--- src/rtl/pc_next_if.sv ---
// Control/datapath bundle for pc_next_unit: the control unit (or a bench) drives
// the master side, and pc_next_unit sits on the slave side.
interface pc_next_if #(
    parameter int WIDTH = 32
);
    logic [2:0]       pc_src;
    logic             pc_write;
    logic             pc_write_cond;
    logic             branch_cond;
    logic [WIDTH-1:0] alu_result;
    logic [WIDTH-1:0] jump_target;
    logic [WIDTH-1:0] alu_out;
    logic             epc_write;
    logic [WIDTH-1:0] epc_in;
    logic             exc_req;
    logic [1:0]       exc_code;
    logic [WIDTH-1:0] pc;
    logic [WIDTH-1:0] pc_next;
    logic [WIDTH-1:0] epc;
    logic [1:0]       cause;
    logic             trap;
    logic             in_exc;
    logic             double_fault;

    modport master (
        output pc_src, pc_write, pc_write_cond, branch_cond, alu_result, jump_target,
               alu_out, epc_write, epc_in, exc_req, exc_code,
        input  pc, pc_next, epc, cause, trap, in_exc, double_fault
    );

    modport slave (
        input  pc_src, pc_write, pc_write_cond, branch_cond, alu_result, jump_target,
               alu_out, epc_write, epc_in, exc_req, exc_code,
        output pc, pc_next, epc, cause, trap, in_exc, double_fault
    );
endinterface

--- src/rtl/pc_next_unit.sv ---
// PC/EPC register pair with a five-source next-PC mux, alignment and external
// exception trapping, and a two-state RUN/EXC handler FSM.
module pc_next_unit #(
    parameter int          WIDTH       = 32,
    parameter logic [31:0] RESET_PC    = 32'h0000_0000,
    parameter logic [31:0] EXC_VECTOR  = 32'h0000_0080,
    parameter bit          ALIGN_CHECK = 1'b1
) (
    input  logic      clk,
    input  logic      reset,
    pc_next_if.slave  bus
);
    localparam logic [0:0] S_RUN = 1'b0;
    localparam logic [0:0] S_EXC = 1'b1;

    localparam logic [WIDTH-1:0] RST_PC = WIDTH'(RESET_PC);
    localparam logic [WIDTH-1:0] EXC_V  = WIDTH'(EXC_VECTOR);

    logic [WIDTH-1:0] pc_q, pc_d, epc_q, epc_d, pc_next;
    logic [1:0]       cause_q, cause_d;
    logic             trap_q, trap_d, df_q, df_d;
    logic [0:0]       state_q, state_d;
    logic             load, reserved, misalign, trap_en;

    always_comb begin
        pc_next = pc_q;
        case (bus.pc_src)
            3'b000:  pc_next = bus.alu_result;
            3'b001:  pc_next = bus.jump_target;
            3'b010:  pc_next = bus.alu_out;
            3'b011:  pc_next = epc_q;
            3'b100:  pc_next = EXC_V;
            default: pc_next = pc_q;
        endcase
    end

    assign load     = bus.pc_write | (bus.pc_write_cond & bus.branch_cond);
    assign reserved = (bus.pc_src > 3'b100);
    // The trap vector itself is never alignment-checked; reserved selects never trap.
    assign misalign = ALIGN_CHECK && load && (bus.pc_src < 3'b100) && (pc_next[1:0] != 2'b00);
    assign trap_en  = bus.exc_req | misalign;

    always_comb begin
        pc_d    = pc_q;
        epc_d   = epc_q;
        cause_d = cause_q;
        trap_d  = 1'b0;
        df_d    = df_q;
        state_d = state_q;
        if (trap_en) begin
            pc_d   = EXC_V;
            trap_d = 1'b1;
            if (state_q == S_RUN) begin
                epc_d   = bus.exc_req ? bus.epc_in : pc_q;
                cause_d = bus.exc_req ? bus.exc_code : 2'b11;
                state_d = S_EXC;
            end else begin
                // Nested trap: keep the first fault's EPC/cause for the handler.
                df_d = 1'b1;
            end
        end else begin
            if (bus.epc_write)
                epc_d = bus.epc_in;
            if (load && !reserved) begin
                pc_d = pc_next;
                if (bus.pc_src == 3'b011) begin
                    state_d = S_RUN;
                    cause_d = 2'b00;
                end
            end
        end
    end

    always_ff @(posedge clk or negedge reset) begin
        if (!reset) begin
            pc_q    <= RST_PC;
            epc_q   <= '0;
            cause_q <= 2'b00;
            trap_q  <= 1'b0;
            df_q    <= 1'b0;
            state_q <= S_RUN;
        end else begin
            pc_q    <= pc_d;
            epc_q   <= epc_d;
            cause_q <= cause_d;
            trap_q  <= trap_d;
            df_q    <= df_d;
            state_q <= state_d;
        end
    end

    assign bus.pc           = pc_q;
    assign bus.pc_next      = pc_next;
    assign bus.epc          = epc_q;
    assign bus.cause        = cause_q;
    assign bus.trap         = trap_q;
    assign bus.in_exc       = (state_q == S_EXC);
    assign bus.double_fault = df_q;
endmodule
--- src/flat_wrapper.sv ---
// flat-port wrapper written by rule: the top's interface ports become plain ports
module pc_next_unit_flat 
#(
    parameter int          WIDTH       = 32,
    parameter logic [31:0] RESET_PC    = 32'h0000_0000,
    parameter logic [31:0] EXC_VECTOR  = 32'h0000_0080,
    parameter bit          ALIGN_CHECK = 1'b1
)
  (clk, reset, bus_pc_src, bus_pc_write, bus_pc_write_cond, bus_branch_cond, bus_alu_result, bus_jump_target, bus_alu_out, bus_epc_write, bus_epc_in, bus_exc_req, bus_exc_code, bus_pc, bus_pc_next, bus_epc, bus_cause, bus_trap, bus_in_exc, bus_double_fault);
  pc_next_if #(.WIDTH(WIDTH)) bus_i ();
  input  logic clk;
  input  logic reset;
  input wire logic [$bits(bus_i.pc_src)-1:0] bus_pc_src;
  input wire logic [$bits(bus_i.pc_write)-1:0] bus_pc_write;
  input wire logic [$bits(bus_i.pc_write_cond)-1:0] bus_pc_write_cond;
  input wire logic [$bits(bus_i.branch_cond)-1:0] bus_branch_cond;
  input wire logic [$bits(bus_i.alu_result)-1:0] bus_alu_result;
  input wire logic [$bits(bus_i.jump_target)-1:0] bus_jump_target;
  input wire logic [$bits(bus_i.alu_out)-1:0] bus_alu_out;
  input wire logic [$bits(bus_i.epc_write)-1:0] bus_epc_write;
  input wire logic [$bits(bus_i.epc_in)-1:0] bus_epc_in;
  input wire logic [$bits(bus_i.exc_req)-1:0] bus_exc_req;
  input wire logic [$bits(bus_i.exc_code)-1:0] bus_exc_code;
  output wire logic [$bits(bus_i.pc)-1:0] bus_pc;
  output wire logic [$bits(bus_i.pc_next)-1:0] bus_pc_next;
  output wire logic [$bits(bus_i.epc)-1:0] bus_epc;
  output wire logic [$bits(bus_i.cause)-1:0] bus_cause;
  output wire logic [$bits(bus_i.trap)-1:0] bus_trap;
  output wire logic [$bits(bus_i.in_exc)-1:0] bus_in_exc;
  output wire logic [$bits(bus_i.double_fault)-1:0] bus_double_fault;
  assign bus_i.pc_src = bus_pc_src;
  assign bus_i.pc_write = bus_pc_write;
  assign bus_i.pc_write_cond = bus_pc_write_cond;
  assign bus_i.branch_cond = bus_branch_cond;
  assign bus_i.alu_result = bus_alu_result;
  assign bus_i.jump_target = bus_jump_target;
  assign bus_i.alu_out = bus_alu_out;
  assign bus_i.epc_write = bus_epc_write;
  assign bus_i.epc_in = bus_epc_in;
  assign bus_i.exc_req = bus_exc_req;
  assign bus_i.exc_code = bus_exc_code;
  assign bus_pc = bus_i.pc;
  assign bus_pc_next = bus_i.pc_next;
  assign bus_epc = bus_i.epc;
  assign bus_cause = bus_i.cause;
  assign bus_trap = bus_i.trap;
  assign bus_in_exc = bus_i.in_exc;
  assign bus_double_fault = bus_i.double_fault;
  pc_next_unit #(.WIDTH(WIDTH), .RESET_PC(RESET_PC), .EXC_VECTOR(EXC_VECTOR), .ALIGN_CHECK(ALIGN_CHECK)) u_core (.clk(clk), .reset(reset), .bus(bus_i));
endmodule
--- config.mk ---
export PLATFORM = sky130hd
export DESIGN_NAME = pc_next_unit_flat
export DESIGN_NICKNAME = d
export VERILOG_FILES = /design/src/rtl/pc_next_if.sv /design/src/rtl/pc_next_unit.sv /design/src/flat_wrapper.sv
export SDC_FILE = /design/constraint.sdc
export NUM_CORES = 1
export LEC_CHECK = 0
export CORE_UTILIZATION = 45
export DETAILED_ROUTE_END_ITERATION = 10
export HOLD_SLACK_MARGIN = 0.08
export PLACE_DENSITY_LB_ADDON = 0.05
export SETUP_SLACK_MARGIN = 0.02
export SLEW_MARGIN = 20
export SYNTH_ARGS = -nofsm -noshare
export SYNTH_HDL_FRONTEND = slang
export SYNTH_SLANG_ARGS = --single-unit
--- constraint.sdc ---
create_clock -name clk -period 5.4 [get_ports clk]
set_clock_uncertainty 0.15 [all_clocks]
set_input_delay 1.08 -clock clk [delete_from_list [all_inputs] [get_ports clk]]
set_output_delay 1.08 -clock clk [all_outputs]
set_load 0.05 [all_outputs]
==> metrics <==
ys async rst share=100%; Mapped Area=0.00493 sq mm; Setup crit end kind=primary output; Worst Setup Start Kind=input pin; Final Hold Fails=0; Worst-Skew Late Latency=350 ps; CTS tree=built; drt via density=5.83; final period utilization=86.0%; die width=107 microns; clk sinks=69; Crit Path Class=input pin to primary output; Total GRT Usage=31.4%; Static Leak=2.95 nW; antenna-violating nets left=0; Yosys cell types=36; DRT Pass-1 Iters=4; Switching Power=0.00100 W; cell repeated most along the worst path=buf_4; unrepaired setup endpoints after global routing=no; Max Cap Viol=0; CP bufs+invs=3; highest metal used=met4; ant diodes=0; Worst EP arrival=3410 ps; Clock transition at path regs=70 ps; layout cells sized above 1=12.9%; setup_tns=0 ps; Hold Crit Class=register to register; Tmin final=4640 ps; post_cts resized=0; Nets=924; CTS HTree Levels=3; Fillers=845; Synth Area in Adders=0%; crit-path max cell delay=710 ps; Logic pwr share=50.9%; routed vias=5387; mux cell area share after synthesis=10.4%; xor/xnor share of the synthesized area=0%; compound-gate portion of the synthesized area=19.8%; FP Rows=37; wire length on met1=7000 microns; Mapped Cells=576; Pint=0.00130 W; dominant synthesized flop cell=dfrtp_1; PortBufs=240; final wirelength=17400 microns; cell family with most CP delay=buffers and inverters; Initial Util=47.2%; met3 wire len=1210 microns; Seq/Total Area, Yosys=35.0%; Final Max Tran Viols=0; Die Footprint=0.0114 sq mm; post-DR wirelength/cell=18.8 microns; sequential cell fraction of total power=30.7%; sw frac=43.6%; P per Cell Area=305 mW/mm^2; maximum vdd ir drop=178 uV; vias in the first global route=5574; synthesized area per cell=8.57 sq um; Post-CTS Hold Buffers=0; clk root buf=clkbuf_8; relative slew slack=41.4%; Syn-to-layout area delta=53.0%; simple-gate share of the synthesized area=29.4%; GRT overflow=0; final setup violation count=0; CP max FO=58; HPWL Detailed=12100 microns; status=completed; Clock Tree Buf Depth=2; cell count after placement=908; Least-Margin Pin Slew=880 ps; post-CTS setup buffers=0; met2 WL post-DR=8620 microns; critical path cell sequence=buf_4, buf_4, mux2_2, o32ai_1, nor2_1, clkdlybuf4s50_1; initial antenna violation count=0; main combinational cell family by area after synthesis=simple AND/OR/NAND/NOR gates; EDFF count, synth=0; largest net degree at the start of global routing=70; first-pass GRT wire length=27900 microns; Die H=107 microns; RePlAce Congestion=0.800; syn_nets=716; yosys warns=0; 1st-iter DRT viols=319; register bit total from synthesis=69; total CTS buffers=9; non-filler cells, final=924; clock share of power=18.5%; core area=0.0105 sq mm; slowest stage cell, crit path=clkdlybuf4s50_1; Critical Path RT=4170 ps; DRC=0; Max Clk Rate=215 MHz; num ports=241
cell usage in the layout (no fill, tap or decap), types with 2 or more instances in the layout:
master / instances
a2bb2oi_1: 2
nor2b_1: 4
nand2_1: 17
mux2_2: 23
a21oi_1: 29
clkbuf_1: 3
clkbuf_8: 11
buf_2: 2
o21ai_2: 2
a21o_1: 4
o221ai_1: 29
or2_4: 2
clkdlybuf4s50_1: 233
o32ai_1: 23
nand2b_1: 30
nor3b_1: 24
o21ai_0: 6
o221a_2: 3
inv_1: 7
o211a_1: 3
or4_1: 4
nor2_1: 165
mux4_2: 9
buf_4: 12
dfrtp_1: 69
a22oi_1: 2
nor3_1: 3
mux2i_1: 3
o21a_1: 24
nor3_2: 29
logic make-up after synthesis:
kind of cell,Yosys count
buf+inv,60
compound gates,130
simple gates,281
mux,36
flops,69
through the flow:
stage	setup WS, ps	total power [W]	cell area [sq um]	hold slack (ps)	util [%]
floorplan	1260	0.00144	4930	614	-
global placement	835	0.00186	7340	290	70.1
detailed placement	766	0.00188	7340	306	70.1
CTS	767	0.00231	7530	319	72.0
global route	614	0.00241	7550	350	72.1
finish	757	0.00230	7550	319	72.1
registers in the layout, indices dropped and copies added, names as in the netlist:
signal / count
u_core.bus.cause: 2
u_core.bus.pc: 32
u_core.bus.double_fault: 1
u_core.bus.in_exc: 1
u_core.bus.trap: 1
u_core.bus.epc: 32
worst reg2reg max path: cells and delay by family, from the launching register on:
family,cells,cell delay (ps)
AO/OA/AOI/OAI,2,350
multiplexers,1,540
buffers and inverters,1,380
flip-flops,1,410
AND/OR/NAND/NOR,2,680
area by class of cell:
| type | count | area (sq um) | share of cell area (%) |
|---|---|---|---|
| timing repair buffer | 249 | 2470 | 32.7 |
| clock buffer | 14 | 163 | 2.16 |
| inverter | 8 | 30.0 | 0.398 |
| sequential | 69 | 1730 | 22.9 |
| multi-input combinational | 447 | 2960 | 39.2 |
| clock inverter | 1 | 30.0 | 0.398 |
| tap | 136 | 170 | 2.25 |
layer usage:
layer	up-vias	global-route usage, %
li1	2483	-
met1	2640	37.3
met2	224	54.1
met3	40	6.50
met4	0	14.6
met5	-	0
power by group through the flow:
stage / clock network [W] / logic (W) / registers [W]
floorplan: 0 / 0.000442 / 0.000998
global placement: 0 / 0.00115 / 0.000708
detailed placement: 0 / 0.00117 / 0.000713
CTS: 0.000430 / 0.00117 / 0.000705
global route: 0.000455 / 0.00124 / 0.000721
finish: 0.000425 / 0.00117 / 0.000707
path summary, 6_finish.rpt:
path	from	end	slack [ps]	cells after the start
max	bus_pc_src[0]	bus_pc_next[27]	760	6
min	u_core.bus.double_fault$_DFFE_PN0P_	u_core.bus.double_fault$_DFFE_PN0P_	320	1
max reg2reg	u_core.bus.epc[1]$_DFFE_PN0P_	u_core.bus.epc[29]$_DFFE_PN0P_	2820	6
min reg2reg	u_core.bus.double_fault$_DFFE_PN0P_	u_core.bus.double_fault$_DFFE_PN0P_	320	1
max in group asynchronous	reset	u_core.bus.epc[4]$_DFFE_PN0P_	3830	1
min in group asynchronous	reset	u_core.bus.pc[22]$_DFFE_PN0P_	700	1
synth_stat cells (2+ instances only):
cell / n / area, sq um
o21a_1: 24 / 180
or4_1: 4 / 30.0
inv_1: 7 / 26.3
nor3_1: 3 / 15.0
dfrtp_1: 69 / 1730
nor3b_1: 24 / 180
o211a_1: 3 / 30.0
o221a_2: 3 / 33.8
a21oi_1: 29 / 145
mux2i_1: 3 / 30.0
a21o_1: 4 / 30.0
a2bb2oi_1: 2 / 17.5
nor2b_1: 5 / 31.3
mux2_2: 23 / 259
o21ai_1: 2 / 10.0
nand2_1: 17 / 63.8
buf_6: 4 / 45.0
nand2b_1: 30 / 188
nor3_2: 29 / 290
nor2_1: 165 / 619
o32ai_1: 23 / 201
o221ai_1: 29 / 254
clkbuf_1: 40 / 150
o21ai_0: 6 / 30.0
buf_2: 7 / 35.0
mux4_2: 9 / 203
a22oi_1: 3 / 22.5
Power figures use the tool's default switching activity.
